## src/rtl/mux_2x1_stream_if.sv

```systemverilog
// Handshake bundle for the 2-to-1 packet stream merger: two input streams,
// one registered output stream and the packet-lock status flag.
interface mux_2x1_stream_if #(
  parameter int WIDTH = 8
);
  logic [WIDTH-1:0] i0_data;
  logic             i0_valid;
  logic             i0_last;
  logic             i0_ready;
  logic [WIDTH-1:0] i1_data;
  logic             i1_valid;
  logic             i1_last;
  logic             i1_ready;
  logic [WIDTH-1:0] out_data;
  logic             out_valid;
  logic             out_last;
  logic             out_src;
  logic             out_ready;
  logic             busy;

  // Producer/consumer side: drives both input streams, accepts the output.
  modport master (
    output i0_data, i0_valid, i0_last,
    input  i0_ready,
    output i1_data, i1_valid, i1_last,
    input  i1_ready,
    input  out_data, out_valid, out_last, out_src,
    output out_ready,
    input  busy
  );

  // Merger side.
  modport slave (
    input  i0_data, i0_valid, i0_last,
    output i0_ready,
    input  i1_data, i1_valid, i1_last,
    output i1_ready,
    output out_data, out_valid, out_last, out_src,
    input  out_ready,
    output busy
  );
endinterface

```

## src/rtl/mux_2x1_stream.sv

```systemverilog
// Two-input to one-output packet stream merger. Round-robin arbitration
// between packets; once the first beat of a multi-beat packet is accepted the
// source stays locked until its last beat, so packets never interleave.
// The output is a single register stage that advances whenever it is empty
// or being drained by the consumer.
module mux_2x1_stream #(
  parameter int WIDTH = 8
) (
  input  logic             clk,
  input  logic             rst,
  mux_2x1_stream_if.slave  s
);

  typedef enum logic [1:0] {
    IDLE  = 2'd0,
    LOCK0 = 2'd1,
    LOCK1 = 2'd2
  } state_t;

  state_t           r_state;
  state_t           w_state_nxt;
  logic             r_rr;
  logic             w_rr_nxt;

  logic             w_load_en;
  logic             w_gnt;
  logic             w_i0_ready;
  logic             w_i1_ready;
  logic             w_sel_valid;
  logic             w_sel_last;
  logic [WIDTH-1:0] w_sel_data;
  logic             w_acc;

  logic [WIDTH-1:0] r_out_data;
  logic             r_out_valid;
  logic             r_out_last;
  logic             r_out_src;

  // The output register may take a new beat when it is empty or being drained.
  assign w_load_en = !r_out_valid || s.out_ready;

  // Grant selection, ready generation and next-state/round-robin update.
  always_comb begin
    w_gnt       = r_rr;
    w_state_nxt = r_state;
    w_rr_nxt    = r_rr;

    case (r_state)
      IDLE: begin
        if (s.i0_valid && s.i1_valid) w_gnt = r_rr;
        else if (s.i0_valid)          w_gnt = 1'b0;
        else if (s.i1_valid)          w_gnt = 1'b1;
        else                          w_gnt = r_rr;
      end
      LOCK0:   w_gnt = 1'b0;
      LOCK1:   w_gnt = 1'b1;
      default: w_gnt = r_rr;
    endcase

    // Readies are held low while reset is asserted so nothing is taken then.
    w_i0_ready = !rst && w_load_en && !w_gnt;
    w_i1_ready = !rst && w_load_en &&  w_gnt;

    w_sel_valid = w_gnt ? s.i1_valid : s.i0_valid;
    w_sel_last  = w_gnt ? s.i1_last  : s.i0_last;
    w_sel_data  = w_gnt ? s.i1_data  : s.i0_data;
    w_acc       = w_sel_valid && (w_gnt ? w_i1_ready : w_i0_ready);

    if (w_acc) begin
      if (w_sel_last) begin
        w_state_nxt = IDLE;
        w_rr_nxt    = !w_gnt;
      end else begin
        w_state_nxt = w_gnt ? LOCK1 : LOCK0;
      end
    end
  end

  // Arbitration state: packet lock and round-robin preference.
  always_ff @(posedge clk or posedge rst) begin
    if (rst) begin
      r_state <= IDLE;
      r_rr    <= 1'b0;
    end else begin
      r_state <= w_state_nxt;
      r_rr    <= w_rr_nxt;
    end
  end

  // Output stage: capture the accepted beat; on an empty load only drop valid.
  always_ff @(posedge clk or posedge rst) begin
    if (rst) begin
      r_out_valid <= 1'b0;
      r_out_data  <= '0;
      r_out_last  <= 1'b0;
      r_out_src   <= 1'b0;
    end else if (w_load_en) begin
      r_out_valid <= w_acc;
      if (w_acc) begin
        r_out_data <= w_sel_data;
        r_out_last <= w_sel_last;
        r_out_src  <= w_gnt;
      end
    end
  end

  assign s.i0_ready  = w_i0_ready;
  assign s.i1_ready  = w_i1_ready;
  assign s.out_data  = r_out_data;
  assign s.out_valid = r_out_valid;
  assign s.out_last  = r_out_last;
  assign s.out_src   = r_out_src;
  assign s.busy      = (r_state != IDLE);

endmodule

```

## src/flat_wrapper.sv

```systemverilog
// flat-port wrapper written by rule: the top's interface ports become plain ports
module mux_2x1_stream_flat 
#(
  parameter int WIDTH = 8
)
  (clk, rst, s_i0_data, s_i0_valid, s_i0_last, s_i0_ready, s_i1_data, s_i1_valid, s_i1_last, s_i1_ready, s_out_data, s_out_valid, s_out_last, s_out_src, s_out_ready, s_busy);
  mux_2x1_stream_if #(.WIDTH(WIDTH)) s_i ();
  input  logic clk;
  input  logic rst;
  input wire logic [$bits(s_i.i0_data)-1:0] s_i0_data;
  input wire logic [$bits(s_i.i0_valid)-1:0] s_i0_valid;
  input wire logic [$bits(s_i.i0_last)-1:0] s_i0_last;
  output wire logic [$bits(s_i.i0_ready)-1:0] s_i0_ready;
  input wire logic [$bits(s_i.i1_data)-1:0] s_i1_data;
  input wire logic [$bits(s_i.i1_valid)-1:0] s_i1_valid;
  input wire logic [$bits(s_i.i1_last)-1:0] s_i1_last;
  output wire logic [$bits(s_i.i1_ready)-1:0] s_i1_ready;
  output wire logic [$bits(s_i.out_data)-1:0] s_out_data;
  output wire logic [$bits(s_i.out_valid)-1:0] s_out_valid;
  output wire logic [$bits(s_i.out_last)-1:0] s_out_last;
  output wire logic [$bits(s_i.out_src)-1:0] s_out_src;
  input wire logic [$bits(s_i.out_ready)-1:0] s_out_ready;
  output wire logic [$bits(s_i.busy)-1:0] s_busy;
  assign s_i.i0_data = s_i0_data;
  assign s_i.i0_valid = s_i0_valid;
  assign s_i.i0_last = s_i0_last;
  assign s_i0_ready = s_i.i0_ready;
  assign s_i.i1_data = s_i1_data;
  assign s_i.i1_valid = s_i1_valid;
  assign s_i.i1_last = s_i1_last;
  assign s_i1_ready = s_i.i1_ready;
  assign s_out_data = s_i.out_data;
  assign s_out_valid = s_i.out_valid;
  assign s_out_last = s_i.out_last;
  assign s_out_src = s_i.out_src;
  assign s_i.out_ready = s_out_ready;
  assign s_busy = s_i.busy;
  mux_2x1_stream #(.WIDTH(WIDTH)) u_core (.clk(clk), .rst(rst), .s(s_i));
endmodule
```

## config.mk

```make
export PLATFORM = sky130hd
export DESIGN_NAME = mux_2x1_stream_flat
export DESIGN_NICKNAME = d
export VERILOG_FILES = /design/src/rtl/mux_2x1_stream_if.sv /design/src/rtl/mux_2x1_stream.sv /design/src/flat_wrapper.sv
export SDC_FILE = /design/constraint.sdc
export NUM_CORES = 1
export LEC_CHECK = 0
export ABC_AREA = 1
export CAP_MARGIN = 20
export CORE_MARGIN = 3
export CORE_UTILIZATION = 25
export CTS_BUF_LIST = sky130_fd_sc_hd__clkbuf_4 sky130_fd_sc_hd__clkbuf_8
export DETAILED_ROUTE_END_ITERATION = 10
export PLACE_DENSITY = 0.54
export SYNTH_ARGS = -nofsm -noshare
export SYNTH_HDL_FRONTEND = slang
export SYNTH_SLANG_ARGS = --single-unit
```

## constraint.sdc

```tcl
create_clock -name clk -period 3.8 [get_ports clk]
set_input_delay 0.57 -clock clk [delete_from_list [all_inputs] [get_ports clk]]
set_output_delay 0.57 -clock clk [all_outputs]
set_load 0.05 [all_outputs]
```

==> flow_summary.json, run 1 <==
{
  "p_per_area_nw_per_um2": 871,
  "cts_max_path_buffers": 2,
  "setup_viol": 0,
  "num_vias": 749,
  "cp-end-kind": "output pin",
  "ant_nets": 0,
  "drc_errors": 0,
  "internal_power_w": 0.000477,
  "synthCells": 106,
  "hold_depth": 2,
  "via_per_inst": 4.33,
  "worstPathArrival_ns": 2.68,
  "grt_setup_unrepaired": "false",
  "whs_ns": 0.478,
  "grt_pass1_wl_um": 3240,
  "final_common_cell": "nand2_1",
  "drtPass1Iterations": 4,
  "drv_slew": 0,
  "routabilityCongestion": 0.784,
  "track_usage": 0.121,
  "rrSetupSlack_ns": 2.15,
  "htreeDepth": 1,
  "antenna_found_initial": 0,
  "synth_top_area_cell": "dfrtp_1",
  "final_hold_viol_count": 0,
  "coreArea_sq_um": 2810,
  "clkTransAtPathRegs_ns": 0.09,
  "finClkSkew_ns": 0.00429,
  "sw_frac_of_total": 0.524,
  "start_kind": "input port",
  "rr_endpoint": "u_core.s.out_data[7]",
  "clk_latency_ns": 0.29,
  "die_w_um": 60.7,
  "min_from": "u_core.s.out_data[2]",
  "ys_seq_area_frac": 0.468,
  "fp-row-count": 19,
  "rr_startpoint": "u_core.r_rr",
  "grt_pass1_vias": 737,
  "ys_seq_elements": 14,
  "period_needed_ns": 3.25,
  "synth_top_area_frac": 0.468,
  "postCtsSetupBuffers": 0,
  "power_frac_seq": 0.259,
  "cts_sinks": 14,
  "cts_resized": 0,
  "cts_tree": "yes",
  "maxCapViolations": 0,
  "cts_hold_buf": 0,
  "placement.io_buffers": 36,
  "p_leak_nw": 0.586,
  "clockRootBuffer": "clkbuf_4",
  "syn_to_final_growth_pct": 53.8,
  "yosys-top-cells-area": "dfrtp_1 47%, nand2_1 32%, nor2_1 3.5%",
  "status": "completed",
  "syn_nets": 129,
  "r2r_cells": 9,
  "irDropWorstVdd_v": 0.000333,
  "max_clock_freq_mhz": 308,
  "comb_power_share": 0.627,
  "relSlewSlack": 0.623,
  "avgSynthCellArea_sq_um": 7.06,
  "synth.distinct_cells": 15,
  "hold_path_class": "reg -> reg",
  "grt_max_degree": 15,
  "power.switching_w": 0.000525,
  "hpwl_um": 1500,
  "syn_area_sq_um": 748,
  "diodes": 0,
  "cp.required_ns": 3.23,
  "hold_end": "u_core.s.out_data[2]",
  "period_share": 0.855,
  "worst_pin_slew_ns": 0.564,
  "die_y_um": 60.7,
  "clkPwrFrac": 0.114,
  "grt.overflow.total": 0,
  "setup-tns-final_ns": 0,
  "avgRoutedWirePerCell_um": 11.3,
  "io-pin-count": 37,
  "cts_buffers": 3,
  "mostFrequentLayoutCells": "63 x nand2_1, 36 x clkdlybuf4s50_1, 14 x dfrtp_1, 7 x nor2_1, 5 x inv_1",
  "start_util": 0.267,
  "fin_nets": 166,
  "path_class": "in -> out",
  "cp_max_fo": 13,
  "dieArea_sq_um": 3690,
  "dr.first_iter.drc_count": 6,
  "routed_wl_um": 1960,
  "ys_warn_count": 0,
  "layout-drive-gt1-share": 0.0915
}
synthesized netlist by cell type:
| cell type | count |
|---|---|
| dfrtp_1 | 14 |
| nand3_1 | 2 |
| nor2_1 | 7 |
| nand2_1 | 63 |
| inv_2 | 1 |
| inv_1 | 5 |
| buf_2 | 2 |
| nand2_2 | 3 |
| o21ai_0 | 1 |
| o21ai_2 | 2 |
| nor2_2 | 1 |
| or2_2 | 1 |
| nand4_1 | 1 |
| buf_6 | 2 |
| nand3_2 | 1 |
sequential cells by signal (all words and copies together) (netlist names):
| signal | cells |
|---|---|
| u_core.s.out_valid | 1 |
| u_core.s.out_last | 1 |
| u_core.s.out_data | 8 |
| u_core.r_rr | 1 |
| u_core.s.out_src | 1 |
| u_core.r_state | 2 |
final cells by class:
cell class                 instances  area (sq um)
fill                             293          1650
timing repair buffer              36           360
sequential                        14           350
multi-input combinational         82           343
tap                               31          38.8
clock buffer                       4          36.3
inverter                           6          22.5
worst max path at each step:
| stage | depth (start not counted) | end | slack, ns | startpoint |
|---|---|---|---|---|
| after floorplan | 7 | s_i1_ready | 1.54 | s_i1_valid |
| after global placement | 8 | s_i1_ready | 0.57 | s_i1_valid |
| final | 8 | s_i1_ready | 0.55 | s_i1_valid |
| after global routing | 8 | s_i1_ready | 0.40 | s_i1_valid |
| after CTS | 8 | s_i1_ready | 0.52 | s_i1_valid |
| after detailed placement | 8 | s_i1_ready | 0.52 | s_i1_valid |
power by group through the flow:
stage               Sequential (W)  Clock (W)  Combinational (W)
floorplan                 0.000442          0           0.000273
global placement          0.000262          0           0.000629
detailed placement        0.000263          0           0.000634
CTS                       0.000261   0.000117           0.000637
global route              0.000267   0.000122           0.000684
finish                    0.000260   0.000114           0.000629
per-stage QoR:
step	total power [W]	instance area, sq um	setup slack (ns)	instances	utilization
after global routing	0.00107	1150	0.400	173	0.410
after global placement	0.000890	1110	0.570	169	0.397
after detailed placement	0.000897	1110	0.519	169	0.397
after CTS	0.00102	1150	0.517	173	0.410
after floorplan	0.000715	748	1.54	106	-
final	0.00100	1150	0.549	173	0.410
kinds of logic after synthesis:
family	share of synthesized area
simple gates	0.428
flops	0.468
buf+inv	0.0736
compound gates	0.0301
critical path, stage by stage:
cell and delay [ns]:
clkdlybuf4s50_1 0.51, nor2_1 0.06, nor2_2 0.09, nand2_2 0.07, nand2_2 0.20, inv_1 0.21
nor2_1 0.14, clkdlybuf4s50_1 0.82
routing by layer:
metal  vias up  global-route usage  part of all wire
met1       321               0.153              0.46
met4         0              0.0650             0.019
met5         -                   0                 0
met3         5              0.0383             0.078
met2        30               0.185              0.45
li1        393                   -                 -
No activity file was read; power rests on OpenSTA's default activity.
==> run 2: changes to the inputs <==
--- a/config.mk
+++ b/config.mk
@@ -7,11 +7,13 @@
 export LEC_CHECK = 0
 export ABC_AREA = 1
 export CAP_MARGIN = 20
+export CELL_PAD_IN_SITES_DETAIL_PLACEMENT = 1
+export CELL_PAD_IN_SITES_GLOBAL_PLACEMENT = 2
 export CORE_MARGIN = 3
-export CORE_UTILIZATION = 25
+export CORE_UTILIZATION = 22
 export CTS_BUF_LIST = sky130_fd_sc_hd__clkbuf_4 sky130_fd_sc_hd__clkbuf_8
 export DETAILED_ROUTE_END_ITERATION = 10
-export PLACE_DENSITY = 0.54
+export PLACE_DENSITY = 0.85
 export SYNTH_ARGS = -nofsm -noshare
 export SYNTH_HDL_FRONTEND = slang
 export SYNTH_SLANG_ARGS = --single-unit
==> flow_summary.json, run 2 (synthesis gave the netlist of run 1 again) <==
{
  "relSlewSlack": 0.625,
  "irDropWorstVdd_v": 0.000274,
  "grt_pass1_wl_um": 3840,
  "period_needed_ns": 3.30,
  "p_per_area_nw_per_um2": 853,
  "grt_setup_unrepaired": "false",
  "postCtsSetupBuffers": 0,
  "min_from": "u_core.s.out_data[2]",
  "dr.first_iter.drc_count": 11,
  "routabilityCongestion": 0.828,
  "antenna_found_initial": 0,
  "nFillCells": 430,
  "start_kind": "input port",
  "clockRootBuffer": "clkbuf_4",
  "cp-end-kind": "output pin",
  "coreArea_sq_um": 3150,
  "io-pin-count": 37,
  "cts_sinks": 14,
  "hold_path_class": "reg -> reg",
  "p_leak_nw": 0.578,
  "start_util": 0.237,
  "worst_pin_slew_ns": 0.561,
  "period_share": 0.867,
  "routed_wl_um": 2220,
  "cp.required_ns": 3.23,
  "drc_errors": 0,
  "fin_nets": 166,
  "fp-row-count": 20,
  "setup-tns-final_ns": 0,
  "dieArea_sq_um": 4140,
  "syn_to_final_growth_pct": 54.2,
  "pre_cts_ws_ns": 0.459,
  "worstPathArrival_ns": 2.73,
  "final_util": 0.366,
  "drtPass1Iterations": 4,
  "r2r_cells": 9,
  "final_common_cell": "nand2_1",
  "hold_depth": 2,
  "cts_max_path_buffers": 2,
  "path_class": "in -> out",
  "hpwl_um": 1770,
  "finClkSkew_ns": 0.00592,
  "rr_endpoint": "u_core.s.out_data[5]",
  "setup_viol": 0,
  "dpl-instance-area_sq_um": 1130,
  "cts_resized": 0,
  "p_total_w": 0.000984,
  "final_hold_viol_count": 0,
  "placement.io_buffers": 36,
  "num_vias": 765,
  "drv_slew": 0,
  "grt.overflow.total": 0,
  "die_y_um": 64.3,
  "clk_latency_ns": 0.29,
  "maxCapViolations": 0,
  "track_usage": 0.117,
  "cts_tree": "yes",
  "largest_reg_flops": 8,
  "cts_hold_buf": 0,
  "fin_area_sq_um": 1150,
  "avgRoutedWirePerCell_um": 12.0,
  "grt_pass1_vias": 824,
  "rrSetupSlack_ns": 2.12,
  "ant_nets": 0,
  "layout_setup_ws_ns": 0.505,
  "cp_max_fo": 13,
  "hold_end": "u_core.s.out_data[2]",
  "via_per_inst": 4.14,
  "htreeDepth": 1,
  "max_clock_freq_mhz": 303,
  "die_w_um": 64.3,
  "cts_buffers": 3,
  "diodes": 0,
  "rr_startpoint": "u_core.r_rr",
  "status": "completed",
  "mostFrequentLayoutCells": "63 x nand2_1, 36 x clkdlybuf4s50_1, 14 x dfrtp_1, 7 x nor2_1, 5 x inv_1",
  "clkTransAtPathRegs_ns": 0.08,
  "grt_max_degree": 15,
  "layout-drive-gt1-share": 0.0851
}
-- run 2: changes by cell type in the layout (fill, tap and decap cells not counted), sizes merged --
cell / change
clkbuf: -1
-- run 2: report_power, final --
part	leakage (nW)	internal, W	switching, W
clock	0.0138	0.0000368	0.0000518
combinational	0.388	0.000203	0.000434
sequential	0.176	0.000216	0.0000419
total	0.578	0.000456	0.000528
-- run 2: how the worst max path moves through the flow --
stage	endpoint	startpoint
6_report	s_i1_ready	s_i1_valid
5_1_grt	s_i1_ready	s_i1_valid
4_1_cts	s_i1_ready	s_i1_valid
3_5_place_dp	s_i1_ready	s_i1_valid
3_3_place_gp	s_i1_ready	s_i1_valid
2_1_floorplan	s_i1_ready	s_i1_valid
-- run 2: final cells by class --
| cell class | instances | area [sq um] | area share |
|---|---|---|---|
| multi-input cells | 82 | 343 | 0.297 |
| repair buffers | 36 | 360 | 0.312 |
| clock buffers | 3 | 22.5 | 0.0195 |
| well taps | 44 | 55.1 | 0.0477 |
| inverters | 6 | 22.5 | 0.0195 |
| flip-flops and latches | 14 | 350 | 0.304 |
-- run 2: metrics by stage --
step	hold WS (ns)	instances
floorplan	0.459	106
global placement	0.457	182
detailed placement	0.464	182
CTS	0.487	185
global route	0.503	185
finish	0.479	185
-- run 2: critical path, stage by stage --
cell and delay (ns):
clkdlybuf4s50_1 0.53, nor2_1 0.07, nor2_2 0.09, nand2_2 0.07, nand2_2 0.22, inv_1 0.23
nor2_1 0.13, clkdlybuf4s50_1 0.81
-- run 2: per-layer routing --
layer,vias to the layer above,GRT usage,wire length [um]
met3,4,0.0211,106
met5,-,0,0
met4,0,0.0475,39
met2,25,0.198,1080
li1,388,-,-
met1,348,0.145,995
==> run 3: changes to the inputs <==
--- a/config.mk
+++ b/config.mk
@@ -9,9 +9,11 @@
 export CAP_MARGIN = 20
 export CELL_PAD_IN_SITES_DETAIL_PLACEMENT = 1
 export CELL_PAD_IN_SITES_GLOBAL_PLACEMENT = 2
+export CORE_ASPECT_RATIO = 0.75
 export CORE_MARGIN = 3
 export CORE_UTILIZATION = 22
 export CTS_BUF_LIST = sky130_fd_sc_hd__clkbuf_4 sky130_fd_sc_hd__clkbuf_8
+export CTS_CLUSTER_SIZE = 24
 export DETAILED_ROUTE_END_ITERATION = 10
 export PLACE_DENSITY = 0.85
 export SYNTH_ARGS = -nofsm -noshare
==> flow_summary.json, run 3 (synthesis gave the netlist of run 1 again) <==
{
  "setup_viol": 0,
  "comb_power_share": 0.629,
  "largest_reg_flops": 8,
  "cts_buffers": 3,
  "sw_frac_of_total": 0.518,
  "final_cells": 179,
  "diodes": 0,
  "pre_cts_ws_ns": 0.532,
  "dieArea_sq_um": 4140,
  "worstPathArrival_ns": 2.70,
  "worst_pin_slew_ns": 0.536,
  "setup-tns-final_ns": 0,
  "placedCellCount": 176,
  "syn_to_final_growth_pct": 55.7,
  "routabilityCongestion": 0.766,
  "layout-drive-gt1-share": 0.0851,
  "rr_startpoint": "u_core.r_rr",
  "start_kind": "input port",
  "regArea_sq_um": 350,
  "cts_resized": 0,
  "fin_nets": 166,
  "p_per_area_nw_per_um2": 871,
  "maxCapViolations": 0,
  "max_clock_freq_mhz": 306,
  "period_share": 0.859,
  "grt_pass1_wl_um": 3770,
  "final_hold_viol_count": 0,
  "period_needed_ns": 3.27,
  "clk_latency_ns": 0.23,
  "grt_max_degree": 15,
  "postCtsSetupBuffers": 0,
  "num_vias": 749,
  "track_usage": 0.115,
  "cts_tree": "yes",
  "worstSetupStartpoint": "s_i1_valid",
  "antenna_found_initial": 0,
  "finClkSkew_ns": 0.000663,
  "io-pin-count": 37,
  "drc_errors": 0,
  "relSlewSlack": 0.642,
  "start_util": 0.243,
  "cp.required_ns": 3.23,
  "hpwl_um": 1800,
  "htreeDepth": 1,
  "cts_max_path_buffers": 2,
  "grt.overflow.total": 0,
  "final_util": 0.378,
  "fin_area_sq_um": 1160,
  "crit_end": "s_i1_ready",
  "clkTransAtPathRegs_ns": 0.05,
  "drv_slew": 0,
  "multiInputGateArea_sq_um": 343,
  "rrSetupSlack_ns": 2.15,
  "dpl-instance-area_sq_um": 1120,
  "r2r_cells": 9,
  "path_class": "in -> out",
  "cts_hold_buf": 0,
  "die_y_um": 56.5,
  "via_per_inst": 4.18,
  "hold_path_class": "reg -> reg",
  "p_leak_nw": 0.586,
  "cp_max_fo": 13,
  "rr_endpoint": "u_core.s.out_data[3]",
  "clkPwrFrac": 0.114,
  "final_common_cell": "nand2_1",
  "drtPass1Iterations": 2,
  "die_w_um": 73.3,
  "clockRootBuffer": "clkbuf_8",
  "internal_power_w": 0.000490,
  "power.switching_w": 0.000525,
  "nFillCells": 380,
  "status": "completed",
  "irDropWorstVdd_v": 0.000214,
  "layout_setup_ws_ns": 0.535,
  "routed_wl_um": 2130,
  "avgRoutedWirePerCell_um": 11.9,
  "grt_pass1_vias": 793,
  "grt_setup_unrepaired": "false",
  "dr.first_iter.drc_count": 28,
  "cp-end-kind": "output pin",
  "cts_sinks": 14,
  "mostFrequentLayoutCells": "63 x nand2_1, 36 x clkdlybuf4s50_1, 14 x dfrtp_1, 7 x nor2_1, 5 x inv_1",
  "coreArea_sq_um": 3080,
  "fp-row-count": 17,
  "ant_nets": 0,
  "placement.io_buffers": 36,
  "power_frac_seq": 0.258
}
[run 3: cell counts in the layout (fill, tap and decap cells not counted)]
No cell type changed its count.
[run 3: power groups by stage]
stage          Combinational (W)  Clock, W  Sequential [W]
2_1_floorplan           0.000273         0        0.000442
3_3_place_gp            0.000640         0        0.000260
3_5_place_dp            0.000645         0        0.000265
4_1_cts                 0.000647  0.000118        0.000263
5_1_grt                 0.000699  0.000127        0.000271
6_report                0.000638  0.000115        0.000261
[run 3: worst min path at each step]
stage / start / to / slack, ns / depth (start not counted)
3_5_place_dp: u_core.s.out_data[6] / u_core.s.out_data[6] / 0.46 / 2
2_1_floorplan: rst / u_core.r_rr / 0.46 / 1
4_1_cts: u_core.s.out_data[6] / u_core.s.out_data[6] / 0.48 / 2
6_report: u_core.s.out_data[4] / u_core.s.out_data[4] / 0.47 / 2
5_1_grt: u_core.s.out_data[6] / u_core.s.out_data[6] / 0.51 / 2
3_3_place_gp: u_core.s.out_data[1] / u_core.s.out_data[1] / 0.46 / 2
[run 3: worst max-delay path, stage by stage]
cell             delay [ns]
clkdlybuf4s50_1        0.52
nor2_1                 0.07
nor2_2                 0.09
nand2_2                0.08
nand2_2                0.20
inv_1                  0.21
nor2_1                 0.13
clkdlybuf4s50_1        0.81
[run 3: area by class of cell]
cell class | count | share of cell area
Tap cell | 38 | 0.0408
Timing Repair Buffer | 36 | 0.309
Clock buffer | 3 | 0.0354
Sequential cell | 14 | 0.301
Inverter | 6 | 0.0193
Multi-Input combinational cell | 82 | 0.294
[run 3: per-stage QoR]
step	power [W]	hold WS [ns]
2_1_floorplan	0.000715	0.459
3_3_place_gp	0.000901	0.457
3_5_place_dp	0.000910	0.462
4_1_cts	0.00103	0.476
5_1_grt	0.00110	0.506
6_report	0.00102	0.470
[run 3: layer usage]
metal / vias to the layer above / global-route usage / share of wire
li1: 387 / - / -
met1: 334 / 0.171 / 0.51
met2: 26 / 0.162 / 0.42
met3: 2 / 0.0179 / 0.061
met4: 0 / 0.0465 / 0.013
met5: - / 0 / 0
